**src/rtl/demux_pkg.sv**
```systemverilog
// Shared types and helpers for the 1-to-N stream demultiplexer.
package demux_pkg;

  typedef enum logic {SLOT_EMPTY, SLOT_FULL} slot_state_e;
  typedef enum logic {LK_IDLE, LK_LOCKED} lock_state_e;

  function automatic logic sel_legal(input int unsigned sel, input int unsigned n);
    return sel < n;
  endfunction

endpackage

```
**src/rtl/demux_1_to_n_stream_if.sv**
```systemverilog
// Stream bundle for demux_1_to_n_stream: one tagged input stream, N output channels.
interface demux_1_to_n_stream_if #(
  parameter int unsigned N_OUT  = 4,
  parameter int unsigned DATA_W = 8
);
  localparam int unsigned SEL_W = $clog2(N_OUT);

  logic [DATA_W-1:0]       in_data;
  logic [SEL_W-1:0]        in_sel;
  logic                    in_valid;
  logic                    in_ready;
  logic                    in_last;
  logic [N_OUT*DATA_W-1:0] out_data;
  logic [N_OUT-1:0]        out_valid;
  logic [N_OUT-1:0]        out_ready;

  // Environment side: producer plus the N consumers.
  modport master (
    output in_data, in_sel, in_valid, in_last, out_ready,
    input  in_ready, out_data, out_valid
  );

  // Demux side.
  modport slave (
    input  in_data, in_sel, in_valid, in_last, out_ready,
    output in_ready, out_data, out_valid
  );
endinterface

```
**src/rtl/stream_reg_slice.sv**
```systemverilog
// Single-entry valid/ready register slice with full throughput and synchronous reset.
module stream_reg_slice
  import demux_pkg::*;
#(
  parameter int unsigned Width = 8
) (
  input  logic             clk_i,
  input  logic             rst_i,
  input  logic [Width-1:0] in_data_i,
  input  logic             in_valid_i,
  output logic             in_ready_o,
  output logic [Width-1:0] out_data_o,
  output logic             out_valid_o,
  input  logic             out_ready_i
);

  slot_state_e      state_q, state_d;
  logic [Width-1:0] data_q, data_d;

  // Ready only depends on the consumer, never on in_valid_i.
  assign in_ready_o  = (state_q == SLOT_EMPTY) || out_ready_i;
  assign out_valid_o = (state_q == SLOT_FULL);
  assign out_data_o  = data_q;

  always_comb begin
    state_d = state_q;
    data_d  = data_q;
    unique case (state_q)
      SLOT_EMPTY: begin
        if (in_valid_i) begin
          state_d = SLOT_FULL;
          data_d  = in_data_i;
        end
      end
      SLOT_FULL: begin
        if (out_ready_i) begin
          if (in_valid_i) begin
            data_d = in_data_i;
          end else begin
            state_d = SLOT_EMPTY;
          end
        end
      end
      default: state_d = SLOT_EMPTY;
    endcase
  end

  always_ff @(posedge clk_i) begin
    if (rst_i) begin
      state_q <= SLOT_EMPTY;
      data_q  <= '0;
    end else begin
      state_q <= state_d;
      data_q  <= data_d;
    end
  end

endmodule

```
**src/rtl/demux_1_to_n_stream.sv**
```systemverilog
// Registered 1-to-N stream demultiplexer with illegal-select drop.
// Optional packet locking (route whole packets by first-beat select) via DEMUX_PKT_LOCK_EN.
module demux_1_to_n_stream
  import demux_pkg::*;
#(
  parameter int unsigned N_OUT  = 4,
  parameter int unsigned DATA_W = 8
) (
  input  logic                 clk_i,
  input  logic                 rst_i,
  demux_1_to_n_stream_if.slave bus,
  output logic                 sel_err_o
);

  localparam int unsigned SEL_W = $clog2(N_OUT);
  localparam int unsigned PAY_W = DATA_W + SEL_W;

  logic [SEL_W-1:0]        route_sel, held_sel;
  logic [DATA_W-1:0]       held_data;
  logic                    legal, first_beat, in_acc;
  logic                    slot_in_valid, slot_in_ready, slot_out_valid, slot_out_ready;
  logic                    sel_err_q, sel_err_d;
  logic [N_OUT-1:0]        out_valid;
  logic [N_OUT*DATA_W-1:0] out_data;

`ifdef DEMUX_PKT_LOCK_EN
  lock_state_e      lock_q, lock_d;
  logic [SEL_W-1:0] locked_sel_q, locked_sel_d;

  // An illegal first-beat select stays locked, so the rest of the packet drops silently.
  always_comb begin
    lock_d       = lock_q;
    locked_sel_d = locked_sel_q;
    route_sel    = (lock_q == LK_LOCKED) ? locked_sel_q : bus.in_sel;
    first_beat   = (lock_q == LK_IDLE);
    if (in_acc) begin
      unique case (lock_q)
        LK_IDLE: begin
          if (!bus.in_last) begin
            lock_d       = LK_LOCKED;
            locked_sel_d = bus.in_sel;
          end
        end
        LK_LOCKED: begin
          if (bus.in_last) lock_d = LK_IDLE;
        end
        default: lock_d = LK_IDLE;
      endcase
    end
  end

  always_ff @(posedge clk_i) begin
    if (rst_i) begin
      lock_q       <= LK_IDLE;
      locked_sel_q <= '0;
    end else begin
      lock_q       <= lock_d;
      locked_sel_q <= locked_sel_d;
    end
  end
`else
  logic unused_last;
  assign unused_last = bus.in_last;
  assign route_sel   = bus.in_sel;
  assign first_beat  = 1'b1;
`endif

  assign legal         = sel_legal(32'(route_sel), N_OUT);
  assign in_acc        = bus.in_valid && slot_in_ready;
  assign slot_in_valid = bus.in_valid && legal;
  assign sel_err_d     = in_acc && !legal && first_beat;
  assign bus.in_ready  = slot_in_ready;

  stream_reg_slice #(
    .Width (PAY_W)
  ) u_slot (
    .clk_i       (clk_i),
    .rst_i       (rst_i),
    .in_data_i   ({route_sel, bus.in_data}),
    .in_valid_i  (slot_in_valid),
    .in_ready_o  (slot_in_ready),
    .out_data_o  ({held_sel, held_data}),
    .out_valid_o (slot_out_valid),
    .out_ready_i (slot_out_ready)
  );

  always_comb begin
    out_valid = '0;
    out_data  = '0;
    for (int k = 0; k < int'(N_OUT); k++) begin
      out_valid[k] = slot_out_valid && (held_sel == SEL_W'(k));
      if (out_valid[k]) out_data[k*DATA_W +: DATA_W] = held_data;
    end
  end

  // Only the channel holding the beat can drain the slot.
  assign slot_out_ready = |(out_valid & bus.out_ready);
  assign bus.out_valid  = out_valid;
  assign bus.out_data   = out_data;

  always_ff @(posedge clk_i) begin
    if (rst_i) sel_err_q <= 1'b0;
    else       sel_err_q <= sel_err_d;
  end

  assign sel_err_o = sel_err_q;

endmodule

```
**src/flat_wrapper.sv**
```systemverilog
// flat-port wrapper written by rule: the top's interface ports become plain ports
module demux_1_to_n_stream_flat import demux_pkg::*;
#(
  parameter int unsigned N_OUT  = 4,
  parameter int unsigned DATA_W = 8
)
  (clk_i, rst_i, sel_err_o, bus_in_data, bus_in_sel, bus_in_valid, bus_in_last, bus_out_ready, bus_in_ready, bus_out_data, bus_out_valid);
  demux_1_to_n_stream_if #(.N_OUT(N_OUT), .DATA_W(DATA_W)) bus_i ();
  input  logic clk_i;
  input  logic rst_i;
  output logic sel_err_o;
  input wire logic [$bits(bus_i.in_data)-1:0] bus_in_data;
  input wire logic [$bits(bus_i.in_sel)-1:0] bus_in_sel;
  input wire logic [$bits(bus_i.in_valid)-1:0] bus_in_valid;
  input wire logic [$bits(bus_i.in_last)-1:0] bus_in_last;
  input wire logic [$bits(bus_i.out_ready)-1:0] bus_out_ready;
  output wire logic [$bits(bus_i.in_ready)-1:0] bus_in_ready;
  output wire logic [$bits(bus_i.out_data)-1:0] bus_out_data;
  output wire logic [$bits(bus_i.out_valid)-1:0] bus_out_valid;
  assign bus_i.in_data = bus_in_data;
  assign bus_i.in_sel = bus_in_sel;
  assign bus_i.in_valid = bus_in_valid;
  assign bus_i.in_last = bus_in_last;
  assign bus_i.out_ready = bus_out_ready;
  assign bus_in_ready = bus_i.in_ready;
  assign bus_out_data = bus_i.out_data;
  assign bus_out_valid = bus_i.out_valid;
  demux_1_to_n_stream #(.N_OUT(N_OUT), .DATA_W(DATA_W)) u_core (.clk_i(clk_i), .rst_i(rst_i), .bus(bus_i), .sel_err_o(sel_err_o));
endmodule
```
**config.mk**
```make
export PLATFORM = sky130hd
export DESIGN_NAME = demux_1_to_n_stream_flat
export DESIGN_NICKNAME = d
export VERILOG_FILES = /design/src/rtl/demux_pkg.sv /design/src/rtl/demux_1_to_n_stream_if.sv /design/src/rtl/stream_reg_slice.sv /design/src/rtl/demux_1_to_n_stream.sv /design/src/flat_wrapper.sv
export SDC_FILE = /design/constraint.sdc
export NUM_CORES = 1
export LEC_CHECK = 0
export BUFFER_PORTS_ARGS = -buffer_cell sky130_fd_sc_hd__buf_2
export CAP_MARGIN = 20
export CORE_MARGIN = 5
export CORE_UTILIZATION = 30
export DETAILED_ROUTE_END_ITERATION = 12
export GPL_ROUTABILITY_DRIVEN = 0
export PLACE_DENSITY = 0.74
export REMOVE_ABC_BUFFERS = 1
export SLEW_MARGIN = 20
export SYNTH_ARGS = -nofsm -noshare
export SYNTH_HDL_FRONTEND = slang
export SYNTH_SLANG_ARGS = --single-unit
```
**constraint.sdc**
```tcl
create_clock -name clk_i -period 1.72 [get_ports clk_i]
set_input_delay 0.258 -clock clk_i [delete_from_list [all_inputs] [get_ports clk_i]]
set_output_delay 0.258 -clock clk_i [all_outputs]
set_load 0.05 [all_outputs]
```
==> impl_metrics.yaml <==
hold_path:
  holdPathEnd: "u_core.u_slot.out_data_o[9]"
  hold_class: "input pin to flip-flop"
  whs_path_depth: 3
  worstHoldStart: "bus_in_sel[1]"
setup_path:
  worstPathMaxFanout: 5
  r2r-start: "u_core.u_slot.out_data_o[8]"
  crit_arrival_ns: 1.42
  r2r_end: "u_core.u_slot.out_data_o[1]"
  crit_type: "flip-flop to output port"
  rrSetupSlack_ns: 0.34
  worstSetupEndpointType: "output port"
  worst_r2r_path_depth: 4
  crit_required_ns: 1.46
  worstSetupStartpointType: "flip-flop"
clocking:
  cts-buffers-inserted: 3
  cts_num_sinks: 11
  post_cts_buffers: 0
  clk_latency_ns: 0.26
  clk_transition_reported_paths_ns: 0.08
  clk_path_buf_depth: 2
  cts-root-buf: "clkbuf_4"
  htree_levels: 1
  cts_tree: "built"
  cts_hold_buf: 0
global_route:
  grt_pass1_wl_um: 3440
  grt_busiest_layer: "met2"
  grt_use_met2_pct: 23.9
  grt_start_max_net_pins: 22
  grt_util_met3_pct: 2.10
  grt_use_met1_pct: 13.2
  track_usage_pct: 12.1
  antenna_found_initial: 0
  overflow: 0
  grt_pass1_vias: 776
floorplan:
  core_um2: 2500
  die-area_um2: 3760
  row_count: 18
  io_pins: 56
  die_h_um: 61.3
  initial_utilization_pct: 31.6
  fp.dieW_um: 61.3
finish:
  final_nets: 167
  seq_area_um2: 223
  diodes: 0
  multi_input_area_um2: 549
  fill_cells: 256
  area_growth_syn_to_layout_pct: 52.5
  layout-drive-gt1-share_pct: 46.6
  final_cell_count_no_fill: 178
  design_area_um2: 1210
yosys:
  ys_async_sr_fraction_pct: 0
  yosysTopAreaCell: "dfxtp_1"
  seq_area_frac_synth_pct: 27.8
  synth.avg_cell_area_um2: 8.32
  yosys.cell_types.count: 16
  synth_most_common_cell: "and2_1"
  yosys-top-cells-area: "dfxtp_1, and2_1, nand2b_1, mux2i_1, and3_1"
  synth_area_um2: 791
  synth_common_cells: "and2_1, nand2b_1, mux2i_1, dfxtp_1, and3_1"
  synth_ff_type: "dfxtp_1"
  synth_warnings: 0
  netlist.area_leader.share_pct: 27.8
  synth-edff-count: 0
  synth_seq_cells: 11
  synthCells: 95
timing:
  rsz0062_at_grt: "yes"
  hold_viol_final: 0
  fin_crit_ns: 1.68
  finalSetupViolations: 0
  fin_setup_tns_ns: 0
  drv_slew: 0
  finClkSkew_ns: 0.00100
  finalCritPeriodShare_pct: 97.8
  clock.fmax_mhz: 594
placed_design:
  hpwlAfterDp_um: 1810
  io_buffers: 53
  dp_cells: 172
  dpl_cell_area_um2: 1070
drt:
  drtIter0Drc: 18
  drt_pass1_iterations: 4
  via_count: 824
  viasPerCell: 4.63
  ant_nets: 0
  wire_per_inst_um: 14.5
  drcViolationCount: 0
  routed_wl_um: 2580
power_and_ir_drop:
  vdd_drop_max_mv: 0.413
  power_density_nw_per_um2: 550
  leakage_nw: 0.656
run_status:
  status: "finished, final reports clean"
run:
  cap_viol_max_count: 0
[worst max path at each step]
stage	slack, ns	from	endpoint	cells past startpoint
floorplan	-0.30	u_core.u_slot.out_valid_o	bus_out_data[0]	3
finish	0.04	u_core.u_slot.out_data_o[9]	bus_out_data[18]	4
global route	-0.03	u_core.u_slot.out_data_o[9]	bus_out_data[18]	4
detailed placement	0.16	u_core.u_slot.out_data_o[8]	bus_out_data[31]	3
CTS	0.006	u_core.u_slot.out_valid_o	bus_out_data[5]	4
global placement	0.20	u_core.u_slot.out_data_o[8]	bus_out_data[27]	3
[routing by layer]
metal / wire, um / share of wire (%)
met1: 971 / 38
met2: 1430 / 55
met5: 0 / 0
met3: 133 / 5.2
met4: 46 / 1.8
[placed cells by master, fill, tap and decap left out]
cell	instances
mux2i_1	12
a21oi_1	1
dfxtp_1	9
clkbuf_4	14
a221oi_2	1
nand2b_1	20
buf_2	28
nor2b_4	1
and2_2	1
buf_4	13
dfxtp_2	2
and2b_2	3
and2b_1	1
and3_4	1
and2_1	25
and3_1	8
clkinv_2	1
conb_1	1
inv_1	1
a22oi_1	1
buf_6	4
[layout make-up]
class	count	share of cell area [%]
Clock inverter	1	0.415
Tap cell	30	3.11
Multi-Input combinational cell	76	45.5
Timing Repair Buffer	56	30.3
Clock buffer	3	1.87
Sequential cell	11	18.5
Inverter	1	0.311
[sequential cells by signal (all words and copies together) (netlist names)]
name and count:
u_core.u_slot.out_data_o 10, u_core.u_slot.out_valid_o 1
[what timing repair did]
item	CTS	global route
gates cloned	0	2
resized for setup	13	31
setup endpoints to repair	27	33
[report_power, final]
part           switching (mW)  internal [mW]  total (mW)
clock                  0.0922         0.0858       0.178
sequential             0.0218          0.274       0.296
combinational           0.112         0.0770       0.189
total                   0.226          0.437       0.663
[critical path, stage by stage (launching register included)]
cell	delay, ns
dfxtp_2	0.35
and2_2	0.20
and2b_2	0.25
and2_1	0.20
buf_6	0.16
[cell families after synthesis]
group | after synthesis | share of synthesized area (%)
flops | 11 | 27.8
simple gates | 58 | 46.2
other cells | 1 | 0.474
compound gates | 3 | 3.48
mux | 12 | 15.2
buf+inv | 10 | 6.80
[metrics by stage]
| step | hold slack, ns | util (%) | setup WS [ns] | total power [mW] |
|---|---|---|---|---|
| global placement | 0.480 | 42.6 | 0.204 | 0.468 |
| CTS | 0.243 | 44.8 | 0.00634 | 0.654 |
| floorplan | 0.327 | - | -0.305 | 0.412 |
| finish | 0.242 | 48.2 | 0.0378 | 0.663 |
| detailed placement | 0.493 | 42.6 | 0.157 | 0.474 |
| global route | 0.248 | 48.2 | -0.0331 | 0.695 |
Note: power is estimated with default switching activity, not from simulation.
